## config.mk

```make
export PLATFORM = sky130hd
export DESIGN_NAME = uart_rx
export DESIGN_NICKNAME = d
export VERILOG_FILES = /design/src/rtl/uart_rx.sv
export SDC_FILE = /design/constraint.sdc
export NUM_CORES = 1
export LEC_CHECK = 0
export BUFFER_PORTS_ARGS = -buffer_cell sky130_fd_sc_hd__buf_2
export CAP_MARGIN = 15
export CORE_ASPECT_RATIO = 0.5
export CORE_MARGIN = 2
export CORE_UTILIZATION = 50
export CTS_CLUSTER_DIAMETER = 60
export DETAILED_ROUTE_END_ITERATION = 16
export PLACE_DENSITY = 0.73
export SETUP_SLACK_MARGIN = 0.02
export SYNTH_ARGS = -nofsm -noshare
export SYNTH_HDL_FRONTEND = slang
export SYNTH_SLANG_ARGS = --single-unit
```

## constraint.sdc

```tcl
create_clock -name clk -period 1.7 [get_ports clk]
set_input_delay 0 -clock clk [delete_from_list [all_inputs] [get_ports clk]]
set_output_delay 0 -clock clk [all_outputs]
set_load 0.01 [all_outputs]
```

## src/rtl/uart_rx.sv

```systemverilog
// 8N1 UART receiver: two-flop synchronizer, mid-bit sampling FSM and a single-entry
// valid/ready output register with frame-error and overrun pulses.
module uart_rx #(
   parameter int unsigned CLKS_PER_BIT = 104
) (
   input  logic       clk,
   input  logic       rstn,
   input  logic       rx,
   output logic [7:0] data_out,
   output logic       valid,
   input  logic       ready,
   output logic       frame_err,
   output logic       overrun,
   output logic       busy
);

   localparam int unsigned    CntW    = $clog2(CLKS_PER_BIT);
   localparam logic [CntW-1:0] CntLast = CntW'(CLKS_PER_BIT - 1);
   localparam logic [CntW-1:0] CntHalf = CntW'(CLKS_PER_BIT / 2 - 1);

   typedef enum logic [2:0] {StIdle, StStart, StData, StStop, StBreak} state_e;

   state_e            state_q, state_d;
   logic [CntW-1:0]   cnt_q, cnt_d;
   logic [2:0]        idx_q, idx_d;
   logic [7:0]        shift_q, shift_d;
   logic              sync1_q, rx_s_q;
   logic              deliver_q, deliver_d;
   logic [7:0]        data_q, data_d;
   logic              valid_q, valid_d;
   logic              ferr_q, ferr_d;
   logic              ovr_q, ovr_d;

   always_ff @(posedge clk) begin
      if (!rstn) begin
         sync1_q   <= 1'b1;
         rx_s_q    <= 1'b1;
         state_q   <= StIdle;
         cnt_q     <= '0;
         idx_q     <= '0;
         shift_q   <= '0;
         deliver_q <= 1'b0;
         data_q    <= 8'h00;
         valid_q   <= 1'b0;
         ferr_q    <= 1'b0;
         ovr_q     <= 1'b0;
      end else begin
         sync1_q   <= rx;
         rx_s_q    <= sync1_q;
         state_q   <= state_d;
         cnt_q     <= cnt_d;
         idx_q     <= idx_d;
         shift_q   <= shift_d;
         deliver_q <= deliver_d;
         data_q    <= data_d;
         valid_q   <= valid_d;
         ferr_q    <= ferr_d;
         ovr_q     <= ovr_d;
      end
   end

   always_comb begin
      state_d   = state_q;
      cnt_d     = cnt_q;
      idx_d     = idx_q;
      shift_d   = shift_q;
      deliver_d = 1'b0;
      ferr_d    = 1'b0;
      unique case (state_q)
         StIdle: begin
            if (!rx_s_q) begin
               state_d = StStart;
               cnt_d   = '0;
            end
         end
         StStart: begin
            if (cnt_q == CntHalf) begin
               cnt_d = '0;
               if (!rx_s_q) begin
                  state_d = StData;
                  idx_d   = '0;
               end else begin
                  state_d = StIdle;
               end
            end else begin
               cnt_d = cnt_q + CntW'(1);
            end
         end
         StData: begin
            if (cnt_q == CntLast) begin
               cnt_d          = '0;
               shift_d[idx_q] = rx_s_q;
               idx_d          = idx_q + 3'd1;
               if (idx_q == 3'd7) state_d = StStop;
            end else begin
               cnt_d = cnt_q + CntW'(1);
            end
         end
         StStop: begin
            if (cnt_q == CntLast) begin
               cnt_d = '0;
               if (rx_s_q) begin
                  deliver_d = 1'b1;
                  state_d   = StIdle;
               end else begin
                  ferr_d  = 1'b1;
                  state_d = StBreak;
               end
            end else begin
               cnt_d = cnt_q + CntW'(1);
            end
         end
         StBreak: begin
            if (rx_s_q) state_d = StIdle;
         end
         default: state_d = StIdle;
      endcase
   end

   // Delivery runs one cycle after the stop sample; shift_q is untouched until the
   // next frame's first data bit, so it is still intact here.
   always_comb begin
      data_d  = data_q;
      valid_d = valid_q;
      ovr_d   = 1'b0;
      if (deliver_q) begin
         if (!valid_q || ready) begin
            data_d  = shift_q;
            valid_d = 1'b1;
         end else begin
            ovr_d = 1'b1;
         end
      end else if (valid_q && ready) begin
         valid_d = 1'b0;
      end
   end

   assign data_out  = data_q;
   assign valid     = valid_q;
   assign frame_err = ferr_q;
   assign overrun   = ovr_q;
   assign busy      = (state_q != StIdle);

endmodule

```

* After elaboration in Yosys (flattened, before gate mapping)
Cells that the tools add are included.
Operators by class: add/sub/neg operators 2, $lt $le $gt $ge 2, equal/unequal tests 15, muxes and demuxes 26, reductions and logical operators 18
Operator list (number):
- $mux W3 | 10
- $mux W7 | 3
- $pmux W7 S3 | 1
- $pmux W3 S5 | 1
- $ne A2 B2 Y1 const B | 7
- $reduce_and A2 Y1 | 5
- $bwmux W8 | 1
- $add A7 B1 Y7 const B | 1
- $eq A7 B6 Y1 const B | 1
- $eq A7 B7 Y1 const B | 1
- $mux W1 | 7
- $eq A3 B2 Y1 const B | 2
- $eq A3 B3 Y1 const B | 2
- $pmux W3 S2 | 1
- $reduce_and A6 Y1 | 1
- $reduce_bool A3 Y1 | 2
- $lt A3 B4 Y1 const B | 1
- $reduce_and A4 Y1 | 1
- $reduce_bool A2 Y1 | 2
- $add A3 B1 Y3 const B | 1
- $demux W1 S3 | 1
- $eq A3 B1 Y1 const B | 1
- $ge A3 B1 Y1 const B | 1
- $logic_not A3 Y1 | 1
- 7 further kinds | 8
Storage, ports and cells: flip-flop bits (word level) 35, input port bits 4, word-level logic and storage cells 74

* Depth between registers and ports, before layout
depth after elaboration 5, mapped depth 6, mapped depth without buffers 5

* Worst setup path before layout
OpenSTA, ideal clock, no wires.
path kind reg2reg, start point reg cnt_q[0], end point reg state_q[1], arrival 1.437 ns, data required time 1.584 ns, setup slack 0.147 ns, stages on the path, launching flop included 6, path buffers 0, path through dfxtp_1 > ha_1 > nor4bb_4 > a211oi_4 > nor2_1 > a41o_1
Between the ends: cells in the longest elaborated chain, start to end 3
Ends and longest elaborated chain:
- from (decl) | line 24 | logic [CntW-1:0] cnt_q, cnt_d;
- from (signal assigned) | line 51 | cnt_q <= cnt_d;
- $eq A7 B7 Y1 / $eq A7 B6 Y1 (equally long branches) | line 90, 100, 77
- $ne A2 B2 Y1 (no source line)
- $reduce_and A6 Y1 (no source line) (*)
- to (signal assigned) | line 38 | state_q <= StIdle;
- to (signal assigned) | line 50 | state_q <= state_d;
- to (decl) | line 23 | state_e state_q, state_d;
Every way passes the cells marked *; elsewhere a longest branch is shown, timed or not. A chain may end at the register's enable or synchronous reset.

* Final worst setup path
start point reg cnt_q[0], end point reg cnt_q[0]
Between the ends: cells in the longest elaborated chain, start to end 3
Ends and longest elaborated chain:
- $add A7 B1 Y7, or another cell as far along | line 86, 96, 110
- $mux W7 (on tied branches) | line 90, 100, 77
- $pmux W7 S3 (*) | line 69 | unique case (state_q)
Marked as above.

==> run summary <==
## Routing
* 0 — Detail Route Antenna Nets
* 5.785 — Avg Vias per Cell
* 0 — DRC violation count after routing
* 3623 um — Routed Wire Length
* 60 — initial detailed-routing violation count
* 1452 — detailed-route via count
* 4 — first-pass iteration count of the detailed router
* 14.43 um — per-cell routed wire length

## Placement
* 2340 um — half-perimeter wire length of the detailed placement result
* 0.8838 — routability-driven placement congestion ratio
* 15 — Port Buffers
* 0.001803 mm^2 — cell area reported after detailed placement
* 237 — dpl cells

## Run
* 0 — maxcap violations

## Timing
* 1 — total of endpoints with negative setup slack in the final report
* 100.2% — final worst path period share
* -4.171 ps — final critical-path setup slack
* 586.8 MHz — highest clock rate
* 4.465 ps — Final Skew
* 1704 ps — time the final worst path needs with I/O delays and setup
* 553.8 ps — Least-Margin Pin Slew
* 127.4 ps — worst hold margin
* -4.171 ps — aggregate negative setup slack
* 63.04% — worst slew slack as a fraction of its limit
* 0 — endpoints failing hold
* true — unrepaired setup endpoints after global routing
* 0 — final slew viol count

## Yosys
* 43 — count of different cell masters after synthesis
* 0 — count of synthesis-stage warnings from yosys
* 42.17% — sequential share of the synthesized area
* 0.001662 mm^2 — Cell Area, Synth
* sky130_fd_sc_hd__dfxtp_1 — Most used DFF post-synth
* 0 — Post-synth EDFFs
* 9.030 um^2 — synthesized area per cell
* 0% — fraction of registers with async set or reset after synthesis
* 191 — Mapped Nets
* 184 — Gate Count Post-Synth
* 35 — number of flip-flops and latches in the synthesized netlist

## Floorplanning
* 53.90% — Starting Density
* 85.53 um — chip width
* 16 — I/O pin cnt
* 14 — standard-cell row count
* 44.77 um — Die Y
* 0.003829 mm^2 — Total Die Area
* 0.003083 mm^2 — core area

## Final layout
* 258 — number of fill cells
* 217 — Nets
* sky130_fd_sc_hd__dfxtp_1 — most common library cell in the layout ignoring fill and taps
* 22.75% — share of post-route cells with drive strength above 1
* 927.1 um^2 — area taken by multi-input logic gates
* sky130_fd_sc_hd__dfxtp_1, sky130_fd_sc_hd__nand2_1, sky130_fd_sc_hd__nor2_1 — leading cell types in the layout, fill and taps excluded
* 251 — Post-Layout Cell Count
* 0.001991 mm^2 — final instance area
* 19.80% — Layout area overhead
* 0 — count of inserted antenna diode cells
* 705.7 um^2 — sequential standard cell area
* 64.57% — core occupancy in the finished layout

## Power and ir drop
* 0.0008937 uW — leakage power
* 751.5 mW/mm^2 — Power per Cell Area
* 0.5927 mV — Peak VDD IR

## Critical path
* compound AO/OA/AOI/OAI gates — cell family contributing the most delay on the critical path
* 1910 ps — endpoint arrival time on the critical path
* 1 — count of buffering cells on the critical path with inverters included
* 1900 ps — data required time at the worst endpoint
* 6 — number of cells on the critical path
* 6 — logic depth of the worst register-to-register path
* 5 — crit path max fanout
* ha_4 -> nor4bb_4 -> buf_4 -> a211oi_2 -> o21ai_0 -> a21oi_1 — Cell Chain, Critical Path
* flop to flop — kind of critical path
* flop — Startpoint Class
* sky130_fd_sc_hd__dfxtp_4 — CP max stage cell
* 360 ps — largest stage delay on the critical path
* flop — Setup crit end kind

## Clock network
* 300 ps — Clock Latency Late Sink
* 2 — H-tree depth reported by CTS
* built — TritonCTS clock tree
* sky130_fd_sc_hd__clkbuf_8 — cell chosen for the clock root
* 70 ps — clock transition at the registers of the reported paths
* 5 — total CTS buffers
* 35 — number of sinks handled by clock tree synthesis
* 2 — Bufs on Longest Clock Path

## Global route
* 0 — overflow left after global routing
* 5982 um — first-pass GRT wire length
* 0 — initial antenna violation count
* 1291 — via count of the first global-routing pass
* 19 — maximum number of pins on one net before global-route repair
* 20.19% — Total Routing Usage GR

## Min path
* input port to flop — min-delay worst type
* 3 — Hold Path Stages

## Status
* finished, violations left — outcome
* negative setup slack — violations in the final reports

## cells in the mapped netlist, types with 2 or more instances
cell type                   n  area, um^2
sky130_fd_sc_hd__o221ai_1   2       17.52
sky130_fd_sc_hd__nand2b_1   3       18.77
sky130_fd_sc_hd__o211ai_1   4       30.03
sky130_fd_sc_hd__ha_1       3       37.54
sky130_fd_sc_hd__nand4_1    5       31.28
sky130_fd_sc_hd__clkbuf_1   4       15.01
sky130_fd_sc_hd__nor2_1    18       67.56
sky130_fd_sc_hd__mux2i_1   16       160.2
sky130_fd_sc_hd__inv_1      7       26.28
sky130_fd_sc_hd__nand3_1    8       40.04
sky130_fd_sc_hd__nand2_1   18       67.56
sky130_fd_sc_hd__and3_1     3       18.77
sky130_fd_sc_hd__a21oi_1    5       25.02
sky130_fd_sc_hd__dfxtp_1   35       700.7
sky130_fd_sc_hd__buf_4      2       15.01
sky130_fd_sc_hd__buf_2      5       25.02
sky130_fd_sc_hd__o21ai_0    8       40.04
sky130_fd_sc_hd__nor2b_1    3       18.77
sky130_fd_sc_hd__a31oi_1    3       18.77
sky130_fd_sc_hd__a211oi_1   2       15.01
sky130_fd_sc_hd__and4_1     2       17.52
sky130_fd_sc_hd__nor3_1     6       30.03
sky130_fd_sc_hd__and2_1     2       12.51
## report_power, final
| part | internal [uW] | switching [uW] |
|---|---|---|
| clock network | 286 | 314 |
| logic | 24.9 | 43.0 |
| registers | 823 | 5.38 |
## sequential cells by signal, indices dropped and copies added, names as in the netlist, 3 cells and up
signal	count
shift_q	8
cnt_q	7
idx_q	3
state_q	3
data_out	8
## stage by stage
step | worst slack, ps | power [uW]
after floorplan | 146.9 | 885.5
after global placement | 34.18 | 905.4
after detailed placement | -36.61 | 907.2
after CTS | 43.69 | 1504
after global routing | -58.95 | 1541
final | -4.171 | 1496
## kinds of logic after synthesis
group / count (synthesis) / synth area share (%)
XOR/XNOR: 1 / 0.5272
buffers and inverters: 19 / 5.120
AO/OA/AOI/OAI: 32 / 13.71
multiplexers: 16 / 9.638
flip-flops: 35 / 42.17
AND/OR/NAND/NOR: 78 / 26.58
adder cells (fa/ha/maj): 3 / 2.259
## worst reg2reg max path, stage by stage (launching register included)
cell and delay (ps):
sky130_fd_sc_hd__dfxtp_4 360, sky130_fd_sc_hd__ha_4 180, sky130_fd_sc_hd__nor4bb_4 150, sky130_fd_sc_hd__buf_4 170
sky130_fd_sc_hd__a211oi_2 340, sky130_fd_sc_hd__o21ai_0 200, sky130_fd_sc_hd__a21oi_1 210
## worst paths after layout
check	startpoint	to	slack (ps)
setup / recovery	cnt_q[0]	cnt_q[0]	-4
hold / removal	rstn	rx_s_q	130
setup reg to reg	cnt_q[0]	cnt_q[0]	-4
hold reg to reg	sync1_q	rx_s_q	420
## timing repair
item / 4_1_cts / 5_1_grt
setup buffers: 0 / 2
gates resized for setup: 1 / 9
cloned: 1 / 1
hold endpoints to repair: 2 / 0
hold buffers: 2 / 0
endpoints found under the setup margin: 8 / 18
pin swaps: 2 / 6
## final cells by class
class	count	area share (%)
clock buffers	6	3.646
clock inverters	2	0.6285
inverters	7	1.320
multi-input cells	131	46.57
flip-flops and latches	35	35.45
well taps	40	2.514
repair buffers	30	9.868
## per-layer routing
layer / vias to the layer above / wire length (um) / track usage (%)
li1: 714 / - / -
met1: 694 / 1723 / 26.00
met2: 36 / 1665 / 33.44
met3: 8 / 175 / 5.484
met4: 0 / 59 / 7.619
met5: - / 0 / 0
Power figures use the tool's default switching activity.
